File: src/rtl/fifo_wr_arb_ctrl_pkg.sv
// Shared helpers and constants for the FIFO write-side controller.
package fifo_wr_arb_ctrl_pkg;

    // Pointer helpers work on a 32-bit container; callers zero-extend and truncate.
    localparam int unsigned PTR_CONTAINER_W = 32;

    // Controller states (legacy-compatible constants).
    localparam logic [0:0] ST_RUN   = 1'b0;
    localparam logic [0:0] ST_FLUSH = 1'b1;

    function automatic logic [PTR_CONTAINER_W-1:0] bin2gray(input logic [PTR_CONTAINER_W-1:0] b);
        return b ^ (b >> 1);
    endfunction

    // Binary bit i is the XOR of all Gray bits at and above i.
    function automatic logic [PTR_CONTAINER_W-1:0] gray2bin(input logic [PTR_CONTAINER_W-1:0] g);
        logic [PTR_CONTAINER_W-1:0] b;
        b = g;
        for (int i = 1; i < PTR_CONTAINER_W; i++) begin
            b = b ^ (g >> i);
        end
        return b;
    endfunction

endpackage

File: src/rtl/fifo_wr_arb_ctrl_if.sv
// Requester / FIFO-memory / synchronizer signals of the write-side controller.
interface fifo_wr_arb_ctrl_if #(
    parameter int unsigned addrbits = 8,
    parameter int unsigned DWIDTH   = 8,
    parameter int unsigned NREQ     = 2
);
    logic                     flush;
    logic [NREQ-1:0]          req;
    logic [NREQ*DWIDTH-1:0]   req_data;
    logic [NREQ-1:0]          gnt;
    logic [addrbits:0]        sync_rdptr;
    logic                     wr_en;
    logic [addrbits-1:0]      wr_addr;
    logic [DWIDTH-1:0]        wr_data;
    logic [addrbits:0]        wrptr;
    logic                     full;
    logic                     almost_full;
    logic                     flush_busy;

    // Environment side: requesters, flush source and read-pointer synchronizer.
    modport master (
        output flush, req, req_data, sync_rdptr,
        input  gnt, wr_en, wr_addr, wr_data, wrptr, full, almost_full, flush_busy
    );

    // Controller side.
    modport slave (
        input  flush, req, req_data, sync_rdptr,
        output gnt, wr_en, wr_addr, wr_data, wrptr, full, almost_full, flush_busy
    );
endinterface

File: src/rtl/fifo_wr_arb_ctrl_rr_arbiter.sv
// Round-robin arbiter: priority starts one past the last granted requester.
module fifo_wr_arb_ctrl_rr_arbiter #(
    parameter int unsigned NREQ = 2,
    localparam int unsigned IW  = (NREQ > 1) ? $clog2(NREQ) : 1
) (
    input  logic            clk_in,
    input  logic            rst,
    input  logic [NREQ-1:0] req_i,
    input  logic            enable_i,
    output logic [NREQ-1:0] gnt_o,
    output logic [IW-1:0]   gnt_idx_o   // index granted now; becomes the last-grant pointer
);
    logic [IW-1:0] last_q, last_d;

    // Scan requesters starting after the last winner; first active one wins.
    always_comb begin
        logic          found;
        logic [IW-1:0] idx;
        gnt_o     = '0;
        gnt_idx_o = '0;
        last_d    = last_q;
        found     = 1'b0;
        for (int k = 0; k < int'(NREQ); k++) begin
            idx = IW'((int'(last_q) + 1 + k) % int'(NREQ));
            if (enable_i && !found && req_i[idx]) begin
                gnt_o[idx] = 1'b1;
                gnt_idx_o  = idx;
                last_d     = idx;
                found      = 1'b1;
            end
        end
    end

    // Last-grant pointer; reset value puts requester 0 first.
    always_ff @(posedge clk_in or posedge rst) begin
        if (rst) begin
            last_q <= IW'(NREQ - 1);
        end else begin
            last_q <= last_d;
        end
    end
endmodule

File: src/rtl/fifo_wr_arb_ctrl.sv
// Write-side controller of the async FIFO: arbitration, write pointer, full flags, flush.
module fifo_wr_arb_ctrl
    import fifo_wr_arb_ctrl_pkg::*;
#(
    parameter int unsigned addrbits  = 8,
    parameter int unsigned DWIDTH    = 8,
    parameter int unsigned NREQ      = 2,
    parameter int unsigned AF_MARGIN = 4,
    parameter int unsigned FLUSH_CYC = 4
) (
    input logic               clk_in,
    input logic               rst,
    fifo_wr_arb_ctrl_if.slave bus
);
    localparam int unsigned PW    = addrbits + 1;
    localparam int unsigned DEPTH = 2 ** addrbits;
    localparam int unsigned CW    = $clog2(FLUSH_CYC) + 1;
    localparam int unsigned IW    = (NREQ > 1) ? $clog2(NREQ) : 1;

    logic [0:0]          state_q, state_d;
    logic [PW-1:0]       bin_q, bin_d;
    logic                wr_en_q, wr_en_d;
    logic [addrbits-1:0] wr_addr_q, wr_addr_d;
    logic [DWIDTH-1:0]   wr_data_q, wr_data_d;
    logic [PW-1:0]       wrptr_q, wrptr_d;
    logic                full_q, full_d;
    logic                af_q, af_d;
    logic [CW-1:0]       fcnt_q, fcnt_d;

    logic                arb_en;
    logic [NREQ-1:0]     gnt;
    logic [IW-1:0]       gnt_idx;
    logic [PW-1:0]       rd_bin;
    logic [PW-1:0]       used;
    logic [PW:0]         free;

    // Grant only while running, not flushing now, not full, and outside reset.
    assign arb_en = !rst && (state_q == ST_RUN) && !bus.flush && !full_q;
    assign rd_bin = PW'(gray2bin(PTR_CONTAINER_W'(bus.sync_rdptr)));

    fifo_wr_arb_ctrl_rr_arbiter #(
        .NREQ (NREQ)
    ) u_arb (
        .clk_in    (clk_in),
        .rst       (rst),
        .req_i     (bus.req),
        .enable_i  (arb_en),
        .gnt_o     (gnt),
        .gnt_idx_o (gnt_idx)
    );

    // Next-state: flush sequencing, write strobe/pointer update, full flag evaluation.
    always_comb begin
        state_d   = state_q;
        bin_d     = bin_q;
        wr_en_d   = 1'b0;
        wr_addr_d = wr_addr_q;
        wr_data_d = wr_data_q;
        wrptr_d   = wrptr_q;
        full_d    = full_q;
        af_d      = af_q;
        fcnt_d    = fcnt_q;
        used      = '0;
        free      = '0;
        case (state_q)
            ST_RUN: begin
                if (bus.flush) begin
                    state_d   = ST_FLUSH;
                    bin_d     = '0;
                    wr_addr_d = '0;
                    wr_data_d = '0;
                    wrptr_d   = '0;
                    full_d    = 1'b0;
                    af_d      = 1'b0;
                    fcnt_d    = '0;
                end else begin
                    if (|gnt) begin
                        wr_en_d   = 1'b1;
                        wr_addr_d = bin_q[addrbits-1:0];
                        wr_data_d = bus.req_data[gnt_idx*DWIDTH +: DWIDTH];
                        bin_d     = bin_q + 1'b1;
                    end
                    wrptr_d = PW'(bin2gray(PTR_CONTAINER_W'(bin_d)));
                    // Full when write is exactly one lap ahead: top two Gray bits inverted.
                    full_d  = (wrptr_d == {~bus.sync_rdptr[PW-1 -: 2], bus.sync_rdptr[PW-3:0]});
                    used    = bin_d - rd_bin;
                    free    = (PW+1)'(DEPTH) - {1'b0, used};
                    af_d    = (free <= (PW+1)'(AF_MARGIN));
                end
            end
            default: begin
                // Hold long enough for the read side to see the zeroed pointer.
                if (!bus.flush && fcnt_q >= CW'(FLUSH_CYC - 1)) begin
                    state_d = ST_RUN;
                end else if (fcnt_q < CW'(FLUSH_CYC - 1)) begin
                    fcnt_d = fcnt_q + 1'b1;
                end
            end
        endcase
    end

    // State and registered outputs; async reset drops any in-flight write.
    always_ff @(posedge clk_in or posedge rst) begin
        if (rst) begin
            state_q   <= ST_RUN;
            bin_q     <= '0;
            wr_en_q   <= 1'b0;
            wr_addr_q <= '0;
            wr_data_q <= '0;
            wrptr_q   <= '0;
            full_q    <= 1'b0;
            af_q      <= 1'b0;
            fcnt_q    <= '0;
        end else begin
            state_q   <= state_d;
            bin_q     <= bin_d;
            wr_en_q   <= wr_en_d;
            wr_addr_q <= wr_addr_d;
            wr_data_q <= wr_data_d;
            wrptr_q   <= wrptr_d;
            full_q    <= full_d;
            af_q      <= af_d;
            fcnt_q    <= fcnt_d;
        end
    end

    assign bus.gnt         = gnt;
    assign bus.wr_en       = wr_en_q;
    assign bus.wr_addr     = wr_addr_q;
    assign bus.wr_data     = wr_data_q;
    assign bus.wrptr       = wrptr_q;
    assign bus.full        = full_q;
    assign bus.almost_full = af_q;
    assign bus.flush_busy  = (state_q == ST_FLUSH);
endmodule

File: src/flat_wrapper.sv
// flat-port wrapper written by rule: the top's interface ports become plain ports
module fifo_wr_arb_ctrl_flat import fifo_wr_arb_ctrl_pkg::*;
#(
    parameter int unsigned addrbits  = 8,
    parameter int unsigned DWIDTH    = 8,
    parameter int unsigned NREQ      = 2,
    parameter int unsigned AF_MARGIN = 4,
    parameter int unsigned FLUSH_CYC = 4
)
  (clk_in, rst, bus_flush, bus_req, bus_req_data, bus_sync_rdptr, bus_gnt, bus_wr_en, bus_wr_addr, bus_wr_data, bus_wrptr, bus_full, bus_almost_full, bus_flush_busy);
  fifo_wr_arb_ctrl_if #(.addrbits(addrbits), .DWIDTH(DWIDTH), .NREQ(NREQ)) bus_i ();
  input logic clk_in;
  input logic rst;
  input wire logic [$bits(bus_i.flush)-1:0] bus_flush;
  input wire logic [$bits(bus_i.req)-1:0] bus_req;
  input wire logic [$bits(bus_i.req_data)-1:0] bus_req_data;
  input wire logic [$bits(bus_i.sync_rdptr)-1:0] bus_sync_rdptr;
  output wire logic [$bits(bus_i.gnt)-1:0] bus_gnt;
  output wire logic [$bits(bus_i.wr_en)-1:0] bus_wr_en;
  output wire logic [$bits(bus_i.wr_addr)-1:0] bus_wr_addr;
  output wire logic [$bits(bus_i.wr_data)-1:0] bus_wr_data;
  output wire logic [$bits(bus_i.wrptr)-1:0] bus_wrptr;
  output wire logic [$bits(bus_i.full)-1:0] bus_full;
  output wire logic [$bits(bus_i.almost_full)-1:0] bus_almost_full;
  output wire logic [$bits(bus_i.flush_busy)-1:0] bus_flush_busy;
  assign bus_i.flush = bus_flush;
  assign bus_i.req = bus_req;
  assign bus_i.req_data = bus_req_data;
  assign bus_i.sync_rdptr = bus_sync_rdptr;
  assign bus_gnt = bus_i.gnt;
  assign bus_wr_en = bus_i.wr_en;
  assign bus_wr_addr = bus_i.wr_addr;
  assign bus_wr_data = bus_i.wr_data;
  assign bus_wrptr = bus_i.wrptr;
  assign bus_full = bus_i.full;
  assign bus_almost_full = bus_i.almost_full;
  assign bus_flush_busy = bus_i.flush_busy;
  fifo_wr_arb_ctrl #(.addrbits(addrbits), .DWIDTH(DWIDTH), .NREQ(NREQ), .AF_MARGIN(AF_MARGIN), .FLUSH_CYC(FLUSH_CYC)) u_core (.clk_in(clk_in), .rst(rst), .bus(bus_i));
endmodule
File: config.mk
export PLATFORM = sky130hd
export DESIGN_NAME = fifo_wr_arb_ctrl_flat
export DESIGN_NICKNAME = d
export VERILOG_FILES = /design/src/rtl/fifo_wr_arb_ctrl_pkg.sv /design/src/rtl/fifo_wr_arb_ctrl_if.sv /design/src/rtl/fifo_wr_arb_ctrl_rr_arbiter.sv /design/src/rtl/fifo_wr_arb_ctrl.sv /design/src/flat_wrapper.sv
export SDC_FILE = /design/constraint.sdc
export NUM_CORES = 1
export LEC_CHECK = 0
export BUFFER_PORTS_ARGS = -buffer_cell sky130_fd_sc_hd__clkbuf_2
export CORE_UTILIZATION = 35
export DETAILED_ROUTE_END_ITERATION = 8
export PLACE_DENSITY_LB_ADDON = 0.3
export SLEW_MARGIN = 10
export SYNTH_ARGS = -nofsm -noshare
export SYNTH_HDL_FRONTEND = slang
export SYNTH_SLANG_ARGS = --single-unit
File: constraint.sdc
create_clock -name clk_in -period 10.07 [get_ports clk_in]
set_clock_uncertainty 0.2 [all_clocks]
set_input_delay 2.014 -clock clk_in [delete_from_list [all_inputs] [get_ports clk_in]]
set_output_delay 2.014 -clock clk_in [all_outputs]
set_load 0.02 [all_outputs]
==> summary.md <==
| Metric | Value |
|---|---|
| Post-CTS setup buffers | `0` |
| Post-CTS Hold Fix Bufs | `0` |
| CTS root buf | `clkbuf_8` |
| Hold Path Sink | `u_core.bus.wr_addr[2]` |
| # DRC | `0` |
| Hold Crit Class | `flip-flop to flip-flop` |
| Worst-path clk slew | `around 0.080 ns` |
| Critical Path AT | `between 5 and 6 ns` |
| First-pass GRT wire length | `about 11,000 um` |
| Die footprint | `~8500 um2` |
| TritonCTS buffer count | `5` |
| Ys Warns | `0` |
| Worst r2r dst | `u_core.bus.almost_full` |
| Tightest Pin Transition | `0.934 ns` |
| Status | `completed` |
| Crit path launch type | `primary input` |
| Drt initial violations | `80` |
| Syn_nets | `roughly 340` |
| IO buf count | `60` |
| H-tree depth | `2` |
| Initial antenna violation count | `0` |
| FMAX | `176 MHz` |
| Register area share after synthesis | `between 30% and 40%` |
| Max-Cap Viols | `0` |
| Hold depth | `2` |
| Design Power | `around 840 uW` |
| Hold Path Origin | `u_core.bus.wr_addr[2]` |
| Final #Nets | `about 400` |
| Count of final hold-check violations | `0` |
| CTS tree | `built` |
| Unique cell type count in the Yosys netlist | `between 60 and 70` |
| Setup_tns | `0 ns` |
| 1st-pass router iterations | `4` |
| Routed WL | `around 6700 um` |
| Vias per cell | `approximately 5.2` |
| R2R setup slack | `between 5 and 6 ns` |
| Cells after Synth | `about 300` |
| Ant. Diodes | `0` |
| Peak supply drop | `between 70 and 80 uV` |
| Remaining antenna violation count after routing | `0` |
| Die X | `~92 um` |
| Post-synth EDFFs | `0` |
| Pwr dens | `roughly 250 nW/um2` |
| All-Layer GR Usage | `16.6%` |
| CORE AREA | `7770 um2` |
| FFs w/ async S/R, synth | `100%` |
| Crit end category | `flip-flop` |
| FF+latch count, synth | `just over 40` |
| WS Path Type | `primary input to flip-flop` |
| Post-layout min period | `~5.7 ns` |
| Worst path required time | `between 10 and 15 ns` |
| Placer Congestion | `0.904` |
| Post-synthesis area per instance | `9.43 um2` |
| Largest net degree at the start of global routing | `28` |
| RSZ-0062 raised after global routing | `no` |
| Top FF cell, synth | `dfrtp_1` |
| Die Y | `between 90 and 100 um` |
| Vias in the first global route | `approximately 2,200` |
| Final setup vio count | `0` |
| Row count | `32` |
| Routed WL per cell | `around 15 um` |
| R2R cell count | `14` |
| Final Cycle Share | `between 50% and 60%` |
| Lkg Pwr | `around 0.0016 uW` |
| Clock Latency Late Sink | `0.29 ns` |
| DR vias | `roughly 2,400` |
| I/O pin cnt | `slightly above 60` |
| Area Growth Syn to Fin | `17.4%` |
| Final Util | `between 40% and 50%` |
| HPWL reported at the end of detailed placement | `between 5000 and 6000 um` |
| Fraction of layout cells with a size suffix above 1 | `between 20% and 30%` |
| CP Max Fanout | `4` |
| # clock sinks | `41` |
| Post-synth design cell area | `2840 um2` |
| Initial core utilization | `36.5%` |
| Post-CTS resize count | `0` |
| Grt ovf | `0` |
| Worst rel slew slack | `between 30 and 40%` |
| Max clock buf depth | `2` |
| FF-to-FF Start | `u_core.bus.flush_busy` |
| Fin. max-slew vios | `0` |
## how the worst max path moves through the flow
stage                                  from                      to  slack (ns)  cells past startpoint
after floorplan                   bus_flush              bus_gnt[1]        4.09                      5
after global placement    bus_sync_rdptr[6]  u_core.bus.almost_full        4.26                     15
after detailed placement  bus_sync_rdptr[6]  u_core.bus.almost_full        4.14                     15
after CTS                 bus_sync_rdptr[6]  u_core.bus.almost_full        4.44                     15
after global routing      bus_sync_rdptr[6]  u_core.bus.almost_full        4.16                     15
final                     bus_sync_rdptr[6]  u_core.bus.almost_full        4.40                     15
## cells by family after synthesis
family	synth area share (%)
flip-flops	36.2
AND/OR/NAND/NOR	18.6
XOR/XNOR	15.5
adder cells (fa/ha/maj)	3.88
multiplexers	2.16
AO/OA/AOI/OAI	19.3
buffers and inverters	4.36
## worst max-delay path, stage by stage
cell      delay [ns]
clkbuf_2        0.10
xnor3_1         0.49
xor3_1          0.51
xnor2_2         0.27
xnor2_1         0.16
ha_1            0.22
inv_1           0.09
o211ai_1        0.09
a41oi_1         0.14
a311oi_2        0.41
a31oi_2         0.18
a21boi_0        0.32
nor2b_1         0.07
or4b_1          0.48
o211ai_2        0.14
## metrics by stage
| step | instance area (um2) | hold WS (ns) | worst slack, ns | instances |
|---|---|---|---|---|
| detailed placement | 3220 | 0.273 | 4.14 | 451 |
| floorplan | 2840 | 0.307 | 4.09 | 301 |
| CTS | 3330 | 0.292 | 4.44 | 459 |
| finish | 3330 | 0.286 | 4.40 | 459 |
| global placement | 3220 | 0.263 | 4.26 | 451 |
| global route | 3330 | 0.317 | 4.16 | 459 |
## area by class of cell
class,instances,area (um2)
clock buffer,7,86.3
clock inverter,1,30.0
sequential,41,1030
fill,776,4440
inverter,12,45.0
tap,102,128
timing repair buffer,63,323
multi-input combinational,233,1690
## registers in the layout (all words and copies together) (netlist names), 3 cells and up
| register | flops |
|---|---|
| u_core.bus.wrptr | 8 |
| u_core.bus.wr_data | 8 |
| u_core.bin_q | 9 |
| u_core.fcnt_q | 3 |
| u_core.bus.wr_addr | 8 |
## where the power goes
group / leakage, uW / switching, uW / internal [uW]
Clock: 0.0000585 / 58.3 / 80.9
Sequential: 0.000545 / 54.2 / 218
Combinational: 0.000952 / 250 / 177
## cell usage after synthesis (3+ instances only)
| library cell | n | area share (%) |
|---|---|---|
| dfrtp_1 | 40 | 35 |
| nand2_1 | 36 | 4.8 |
| o21ai_0 | 25 | 4.4 |
| xnor2_1 | 25 | 7.7 |
| nor2_1 | 20 | 2.6 |
| inv_1 | 11 | 1.5 |
| xor2_1 | 11 | 3.4 |
| nand3_1 | 10 | 1.8 |
| a22o_1 | 8 | 2.5 |
| ha_1 | 8 | 3.5 |
| a221o_1 | 7 | 2.5 |
| clkbuf_1 | 7 | 0.93 |
| a21oi_1 | 5 | 0.88 |
| mux2i_1 | 5 | 1.8 |
| a211oi_1 | 4 | 1.1 |
| and2_1 | 4 | 0.88 |
| nand2b_1 | 4 | 0.88 |
| nor3_1 | 4 | 0.71 |
| nand3b_1 | 3 | 0.79 |
| nand4_1 | 3 | 0.66 |
| o21ai_1 | 3 | 0.53 |
| xnor3_1 | 3 | 2.4 |
## cell usage in the layout, fill, tap and decap left out, types with 2 or more instances in the layout
cell type and instances:
buf_4 3, dfrtp_1 40, a211oi_1 3, and2_1 4, or2_2 2, a22o_1 8
inv_1 11, o31ai_1 2, nor2_1 20, clkbuf_2 60, ha_1 8, a21boi_0 2
a21oi_1 5, nor3_1 4, xnor3_1 3, nand3b_1 3, a31oi_1 2, xnor2_1 25
a221o_1 7, o21ai_1 3, o21ai_0 25, clkbuf_8 6, xor2_1 11, nand4_1 3
nand2b_1 4, nand2_1 36, o211ai_1 2, and3_1 2, nand3_1 10, a311oi_1 2
mux2i_1 5
## metal layers
metal / GRT usage (%) / vias to the layer above / wire (um)
met4: 5.47 / 0 / 78
met2: 26.3 / 64 / 3110
met1: 23.0 / 1125 / 3190
li1: - / 1193 / -
met3: 2.90 / 7 / 370
met5: 0 / - / 0
Power figures use the tool's default switching activity.
